<file path="config.mk">
export PLATFORM = sky130hd
export DESIGN_NAME = mem_port_arbiter_flat
export DESIGN_NICKNAME = d
export VERILOG_FILES = /design/src/rtl/mem_port_arbiter_if.sv /design/src/rtl/mem_port_arbiter.sv /design/src/flat_wrapper.sv
export SDC_FILE = /design/constraint.sdc
export NUM_CORES = 1
export LEC_CHECK = 0
export ABC_AREA = 1
export CAP_MARGIN = 15
export CORE_UTILIZATION = 30
export CTS_BUF_LIST = sky130_fd_sc_hd__clkbuf_8
export DETAILED_ROUTE_END_ITERATION = 16
export PLACE_DENSITY = 0.67
export SLEW_MARGIN = 25
export SYNTH_ARGS = -nofsm -noshare
export SYNTH_HDL_FRONTEND = slang
export SYNTH_SLANG_ARGS = --single-unit
</file>
<file path="constraint.sdc">
create_clock -name clk -period 2.22 [get_ports clk]
set_clock_uncertainty 0.2 [all_clocks]
set_input_delay 0.444 -clock clk [delete_from_list [all_inputs] [get_ports clk]]
set_output_delay 0.444 -clock clk [all_outputs]
set_load 0.02 [all_outputs]
</file>
<file path="src/rtl/mem_port_arbiter_if.sv">
// Bundle of the fetch-port, data-port and unified-memory signals around the arbiter.
//   slave  : arbiter view (takes pipeline requests and memory read data, drives the rest)
//   master : environment view (pipeline front end, load/store unit and memory model)
// Inst side : inst_req_i, inst_addr_i, flush_i -> inst_rdata_o, inst_valid_o, inst_stall_o
// Data side : data_req_i, data_we_i, data_addr_i, data_wdata_i
//             -> data_rdata_o, data_valid_o, data_stall_o
// Memory    : mem_ce_o, mem_we_o, mem_addr_o, mem_wdata_o <- mem_rdata_i
interface mem_port_arbiter_if #(
    parameter int unsigned WORD_BITWIDTH = 32,
    parameter int unsigned ADDR_BITWIDTH = 32
);
    logic                     inst_req_i;
    logic [ADDR_BITWIDTH-1:0] inst_addr_i;
    logic                     flush_i;
    logic [WORD_BITWIDTH-1:0] inst_rdata_o;
    logic                     inst_valid_o;
    logic                     inst_stall_o;

    logic                     data_req_i;
    logic                     data_we_i;
    logic [ADDR_BITWIDTH-1:0] data_addr_i;
    logic [WORD_BITWIDTH-1:0] data_wdata_i;
    logic [WORD_BITWIDTH-1:0] data_rdata_o;
    logic                     data_valid_o;
    logic                     data_stall_o;

    logic                     mem_ce_o;
    logic                     mem_we_o;
    logic [ADDR_BITWIDTH-1:0] mem_addr_o;
    logic [WORD_BITWIDTH-1:0] mem_wdata_o;
    logic [WORD_BITWIDTH-1:0] mem_rdata_i;

    modport slave (
        input  inst_req_i, inst_addr_i, flush_i,
        input  data_req_i, data_we_i, data_addr_i, data_wdata_i,
        input  mem_rdata_i,
        output inst_rdata_o, inst_valid_o, inst_stall_o,
        output data_rdata_o, data_valid_o, data_stall_o,
        output mem_ce_o, mem_we_o, mem_addr_o, mem_wdata_o
    );

    modport master (
        output inst_req_i, inst_addr_i, flush_i,
        output data_req_i, data_we_i, data_addr_i, data_wdata_i,
        output mem_rdata_i,
        input  inst_rdata_o, inst_valid_o, inst_stall_o,
        input  data_rdata_o, data_valid_o, data_stall_o,
        input  mem_ce_o, mem_we_o, mem_addr_o, mem_wdata_o
    );
endinterface

</file>
<file path="src/rtl/mem_port_arbiter.sv">
// Shares one single-port synchronous memory between the instruction-fetch port and the
// load/store port. Each access runs IDLE -> ISSUE -> WAIT -> DONE and completes with a
// one-cycle valid pulse on the owning port; data wins ties unless the fetch port has been
// passed over STARVE_LIMIT times in a row.
// Ports:
//   clk  : clock, rising edge
//   rst  : synchronous active-high reset
//   bus  : mem_port_arbiter_if slave modport (fetch port, data port, memory port)
module mem_port_arbiter #(
    parameter int unsigned WORD_BITWIDTH = 32,
    parameter int unsigned ADDR_BITWIDTH = 32,
    parameter int unsigned MEM_LATENCY   = 2,
    parameter int unsigned STARVE_LIMIT  = 4
) (
    input logic               clk,
    input logic               rst,
    mem_port_arbiter_if.slave bus
);
    localparam int unsigned CntW = (MEM_LATENCY > 1) ? $clog2(MEM_LATENCY) : 1;
    localparam int unsigned StvW = $clog2(STARVE_LIMIT + 1);
    localparam logic [StvW-1:0] StarveMax = StvW'(STARVE_LIMIT);
    localparam logic [CntW-1:0] CntLoad   = CntW'(MEM_LATENCY - 1);

    typedef enum logic [1:0] {StIdle, StIssue, StWait, StDone} state_t;
    typedef enum logic [1:0] {OwnNone, OwnInst, OwnData} owner_t;

    state_t                   r_state;
    owner_t                   r_owner;
    logic [StvW-1:0]          r_starve_cnt;
    logic [CntW-1:0]          r_cnt;
    logic                     r_flush_pending;
    logic                     r_is_store;
    logic                     r_mem_ce;
    logic                     r_mem_we;
    logic [ADDR_BITWIDTH-1:0] r_mem_addr;
    logic [WORD_BITWIDTH-1:0] r_mem_wdata;
    logic [WORD_BITWIDTH-1:0] r_inst_rdata;
    logic [WORD_BITWIDTH-1:0] r_data_rdata;
    logic                     r_inst_valid;
    logic                     r_data_valid;

    logic w_inst_ok;
    logic w_grant_data;
    logic w_grant_inst;

    // A fetch under redirect is never granted; data yields only to a starved fetch.
    assign w_inst_ok    = bus.inst_req_i & ~bus.flush_i;
    assign w_grant_data = bus.data_req_i & ~(w_inst_ok & (r_starve_cnt == StarveMax));
    assign w_grant_inst = w_inst_ok & ~w_grant_data;

    always_ff @(posedge clk) begin
        if (rst) begin
            r_state         <= StIdle;
            r_owner         <= OwnNone;
            r_starve_cnt    <= '0;
            r_cnt           <= '0;
            r_flush_pending <= 1'b0;
            r_is_store      <= 1'b0;
            r_mem_ce        <= 1'b0;
            r_mem_we        <= 1'b0;
            r_mem_addr      <= '0;
            r_mem_wdata     <= '0;
            r_inst_rdata    <= '0;
            r_data_rdata    <= '0;
            r_inst_valid    <= 1'b0;
            r_data_valid    <= 1'b0;
        end else begin
            if (r_state != StIdle && r_owner == OwnInst && bus.flush_i) begin
                r_flush_pending <= 1'b1;
            end
            case (r_state)
                StIdle: begin
                    if (w_grant_data) begin
                        r_owner     <= OwnData;
                        r_is_store  <= bus.data_we_i;
                        r_mem_ce    <= 1'b1;
                        r_mem_we    <= bus.data_we_i;
                        r_mem_addr  <= bus.data_addr_i;
                        r_mem_wdata <= bus.data_wdata_i;
                        r_state     <= StIssue;
                        if (bus.inst_req_i && r_starve_cnt != StarveMax) begin
                            r_starve_cnt <= r_starve_cnt + 1'b1;
                        end
                    end else if (w_grant_inst) begin
                        r_owner      <= OwnInst;
                        r_is_store   <= 1'b0;
                        r_mem_ce     <= 1'b1;
                        r_mem_we     <= 1'b0;
                        r_mem_addr   <= bus.inst_addr_i;
                        r_mem_wdata  <= '0;
                        r_state      <= StIssue;
                        r_starve_cnt <= '0;
                    end
                    if (!bus.inst_req_i) begin
                        r_starve_cnt <= '0;
                    end
                end
                StIssue: begin
                    r_mem_ce <= 1'b0;
                    r_mem_we <= 1'b0;
                    r_cnt    <= CntLoad;
                    r_state  <= StWait;
                end
                StWait: begin
                    if (r_cnt == '0) begin
                        if (r_owner == OwnInst) begin
                            r_inst_rdata <= bus.mem_rdata_i;
                            // A redirect arriving on this last cycle still kills the pulse.
                            r_inst_valid <= ~(r_flush_pending | bus.flush_i);
                        end else begin
                            if (!r_is_store) begin
                                r_data_rdata <= bus.mem_rdata_i;
                            end
                            r_data_valid <= 1'b1;
                        end
                        r_state <= StDone;
                    end else begin
                        r_cnt <= r_cnt - 1'b1;
                    end
                end
                StDone: begin
                    r_inst_valid    <= 1'b0;
                    r_data_valid    <= 1'b0;
                    r_flush_pending <= 1'b0;
                    r_owner         <= OwnNone;
                    r_state         <= StIdle;
                end
                default: r_state <= StIdle;
            endcase
        end
    end

    assign bus.mem_ce_o     = r_mem_ce;
    assign bus.mem_we_o     = r_mem_we;
    assign bus.mem_addr_o   = r_mem_addr;
    assign bus.mem_wdata_o  = r_mem_wdata;
    assign bus.inst_rdata_o = r_inst_rdata;
    assign bus.inst_valid_o = r_inst_valid;
    assign bus.data_rdata_o = r_data_rdata;
    assign bus.data_valid_o = r_data_valid;
    assign bus.inst_stall_o = bus.inst_req_i & ~r_inst_valid;
    assign bus.data_stall_o = bus.data_req_i & ~r_data_valid;
endmodule

</file>
<file path="src/flat_wrapper.sv">
// flat-port wrapper written by rule: the top's interface ports become plain ports
module mem_port_arbiter_flat 
#(
    parameter int unsigned WORD_BITWIDTH = 32,
    parameter int unsigned ADDR_BITWIDTH = 32,
    parameter int unsigned MEM_LATENCY   = 2,
    parameter int unsigned STARVE_LIMIT  = 4
)
  (clk, rst, bus_inst_req_i, bus_inst_addr_i, bus_flush_i, bus_data_req_i, bus_data_we_i, bus_data_addr_i, bus_data_wdata_i, bus_mem_rdata_i, bus_inst_rdata_o, bus_inst_valid_o, bus_inst_stall_o, bus_data_rdata_o, bus_data_valid_o, bus_data_stall_o, bus_mem_ce_o, bus_mem_we_o, bus_mem_addr_o, bus_mem_wdata_o);
  mem_port_arbiter_if #(.WORD_BITWIDTH(WORD_BITWIDTH), .ADDR_BITWIDTH(ADDR_BITWIDTH)) bus_i ();
  input logic clk;
  input logic rst;
  input wire logic [$bits(bus_i.inst_req_i)-1:0] bus_inst_req_i;
  input wire logic [$bits(bus_i.inst_addr_i)-1:0] bus_inst_addr_i;
  input wire logic [$bits(bus_i.flush_i)-1:0] bus_flush_i;
  input wire logic [$bits(bus_i.data_req_i)-1:0] bus_data_req_i;
  input wire logic [$bits(bus_i.data_we_i)-1:0] bus_data_we_i;
  input wire logic [$bits(bus_i.data_addr_i)-1:0] bus_data_addr_i;
  input wire logic [$bits(bus_i.data_wdata_i)-1:0] bus_data_wdata_i;
  input wire logic [$bits(bus_i.mem_rdata_i)-1:0] bus_mem_rdata_i;
  output wire logic [$bits(bus_i.inst_rdata_o)-1:0] bus_inst_rdata_o;
  output wire logic [$bits(bus_i.inst_valid_o)-1:0] bus_inst_valid_o;
  output wire logic [$bits(bus_i.inst_stall_o)-1:0] bus_inst_stall_o;
  output wire logic [$bits(bus_i.data_rdata_o)-1:0] bus_data_rdata_o;
  output wire logic [$bits(bus_i.data_valid_o)-1:0] bus_data_valid_o;
  output wire logic [$bits(bus_i.data_stall_o)-1:0] bus_data_stall_o;
  output wire logic [$bits(bus_i.mem_ce_o)-1:0] bus_mem_ce_o;
  output wire logic [$bits(bus_i.mem_we_o)-1:0] bus_mem_we_o;
  output wire logic [$bits(bus_i.mem_addr_o)-1:0] bus_mem_addr_o;
  output wire logic [$bits(bus_i.mem_wdata_o)-1:0] bus_mem_wdata_o;
  assign bus_i.inst_req_i = bus_inst_req_i;
  assign bus_i.inst_addr_i = bus_inst_addr_i;
  assign bus_i.flush_i = bus_flush_i;
  assign bus_i.data_req_i = bus_data_req_i;
  assign bus_i.data_we_i = bus_data_we_i;
  assign bus_i.data_addr_i = bus_data_addr_i;
  assign bus_i.data_wdata_i = bus_data_wdata_i;
  assign bus_i.mem_rdata_i = bus_mem_rdata_i;
  assign bus_inst_rdata_o = bus_i.inst_rdata_o;
  assign bus_inst_valid_o = bus_i.inst_valid_o;
  assign bus_inst_stall_o = bus_i.inst_stall_o;
  assign bus_data_rdata_o = bus_i.data_rdata_o;
  assign bus_data_valid_o = bus_i.data_valid_o;
  assign bus_data_stall_o = bus_i.data_stall_o;
  assign bus_mem_ce_o = bus_i.mem_ce_o;
  assign bus_mem_we_o = bus_i.mem_we_o;
  assign bus_mem_addr_o = bus_i.mem_addr_o;
  assign bus_mem_wdata_o = bus_i.mem_wdata_o;
  mem_port_arbiter #(.WORD_BITWIDTH(WORD_BITWIDTH), .ADDR_BITWIDTH(ADDR_BITWIDTH), .MEM_LATENCY(MEM_LATENCY), .STARVE_LIMIT(STARVE_LIMIT)) u_core (.clk(clk), .rst(rst), .bus(bus_i));
endmodule
</file>
==> impl_results.md <==
* Clock Path Buffers at 2
* Post-Syn Area at 5800 um^2
* Final Instance Area at 9220 um^2
* Hold Path Class: reg -> reg
* Via Count at 6061
* TritonCTS Buffers at 17
* Tightest Pin Transition at 480 ps
* Non-Filler Instances at 1344
* Die Footprint at 19900 um^2
* Power per cell area at 1040 nW/um^2
* Critical path fanouts, max at 2
* Max-cap viol count at 0
* Cell area after placement at 8810 um^2
* Crit start category: input pin
* Postcts setup bufs at 0
* Pin count of the biggest net entering global routing at 63
* Initial Utilization at 0.308
* ANT cells at 0
* Max-Slew Margin vs Limit at 0.680
* Worst r2r path cells at 8
* Reg2reg start: u_core.r_state[0]
* Synth Instances at 820
* Global-route wire length before repair at 28.3 mm
* Pleak at 3.78 nW
* R2r setup slk at 400 ps
* Netlist cell types at 20
* WL/cell at 13.1 um
* I/O Pins at 268
* H-Tree Level Count at 4
* CTS Hold Buffers Added at 0
* Post-Syn Area per Cell at 7.08 um^2
* Clk sinks at 142
* Worst r2r dst: u_core.bus.inst_rdata_o[17]
* Clock-pin slew on the worst setup and hold paths at 80 ps
* WL final at 17.6 mm
* Iter 0 DRT Violations at 261
* Sequential fraction of the synthesis area at 0.490
* Vias in the first global route at 5630
* Remaining DRCs at 0
* Worst Path Arrival at 1510 ps
* Placed insts at 1312
* Die Y at 141 um
* Vias per cell at 4.51
* Final Cycle Share at 0.972
* CTS tree: yes
* Total track usage at 0.179
* Synth Register Bits at 142
* Area delta synth->final at 58.8%
* Critical path type: in -> out
* Yosys warns at 0
* Rows at 50
* Commonest cells after routing, fill and taps aside: clkdlybuf4s50_1, nand2_1, nor2_1
* WP data required at 1580 ps
* Final hold viol count at 0
* DRT Pass-1 Iters at 4
* Die width at 141 um
* Total core area at 18800 um^2
* Antenna violations before repair at 0
* Gpl congestion at 0.788
* Most common cell after layout, fill and taps aside: clkdlybuf4s50_1
* Peak supply drop at 0.481 mV
* Outcome: completed
* Worst hold start: u_core.bus.mem_wdata_o[8]
* Crit. End Element: primary output
* Hold Crit Depth at 2
* Grt ovf at 0
* Setup ws final at 61.6 ps
* Pre-CTS WS at -223 ps
* Minimum hold slack at 262 ps
* Fraction of layout cells with a size suffix above 1 at 0.0563
* Nets at 1212
* Syn Nets at 961
* Utilization after layout at 0.489
* Hold Path Sink: u_core.bus.mem_wdata_o[8]
* DPL Wire Length at 12.1 mm
* Final Max Tran Viols at 0
* Fmax at 463 MHz
* Worst-Skew Late Latency at 430 ps
* Buffers on Ports at 267
* Root buffer selected by CTS: clkbuf_8
* RSZ-0062 raised after global routing: false
* Tmin final at 2160 ps
* Final ANT Viol Nets at 0
* Final setup fails at 0
power by group:
group	switching [mW]	leakage (nW)	internal, mW
Clock	1.03	0.209	1.11
Combinational	2.30	2.41	1.77
Sequential	0.285	1.16	3.10
Total	3.61	3.78	5.98
routing by layer:
metal  up-vias  GRT usage  part of all wire
met5         -          0                 0
met3        18     0.0605             0.073
met1      2735      0.212              0.44
met4         0     0.0589             0.014
met2       201      0.301              0.47
li1       3107          -                 -
flip-flops by register name, summed over array words and instances, names as in the netlist, 2 cells and up:
name / count
u_core.r_owner: 2
u_core.bus.data_rdata_o: 32
u_core.bus.mem_addr_o: 32
u_core.bus.inst_rdata_o: 32
u_core.bus.mem_wdata_o: 32
u_core.r_state: 2
u_core.r_starve_cnt: 3
critical path: stages:
cell,delay (ps)
clkdlybuf4s50_1,500
inv_1,70
nor2_1,140
dlygate4sd2_1,360
Yosys cell counts, drive strengths merged:
master / count / area share
nor2: 147 / 0.096
o21ai: 38 / 0.033
nand3: 102 / 0.088
nor3: 1 / 0.00086
a31oi: 1 / 0.0011
ha: 7 / 0.015
nand2: 194 / 0.13
dfxtp: 142 / 0.49
buf: 31 / 0.031
a21oi: 77 / 0.067
clkbuf: 24 / 0.016
inv: 56 / 0.036
kinds of logic after synthesis:
kind of cell    count (synthesis)  synth area share
compound gates                116             0.102
fa+ha+maj                       7            0.0151
buf+inv                       111            0.0830
flops                         142             0.490
simple gates                  444             0.310
final cells by class:
class | count | area (um^2)
fillers | 1897 | 9620
repair buffers | 287 | 2940
flip-flops and latches | 142 | 2840
multi-input cells | 567 | 2490
well taps | 260 | 325
clock buffers | 17 | 234
inverters | 56 | 210
clock inverters | 15 | 171
metrics by stage:
stage | TNS [ps] | power (mW)
6_report | 0 | 9.59
5_1_grt | 0 | 10.3
4_1_cts | 0 | 9.76
3_5_place_dp | -223 | 7.55
3_3_place_gp | -225 | 7.51
2_1_floorplan | 0 | 5.76
worst max-delay path by stage:
stage / startpoint / endpoint / slack (ps)
global placement: bus_inst_req_i / bus_inst_stall_o / -230
global route: bus_inst_req_i / bus_inst_stall_o / 40
finish: bus_inst_req_i / bus_inst_stall_o / 60
floorplan: u_core.r_state[0] / u_core.bus.mem_addr_o[22] / 530
CTS: bus_inst_req_i / bus_inst_stall_o / 40
detailed placement: bus_inst_req_i / bus_inst_stall_o / -220
timing repair:
action	in CTS	in global routing
endpoints found under the hold margin	0	0
resized for setup	1	0
setup endpoints to repair	1	0
Note: power is estimated with default switching activity, not from simulation.
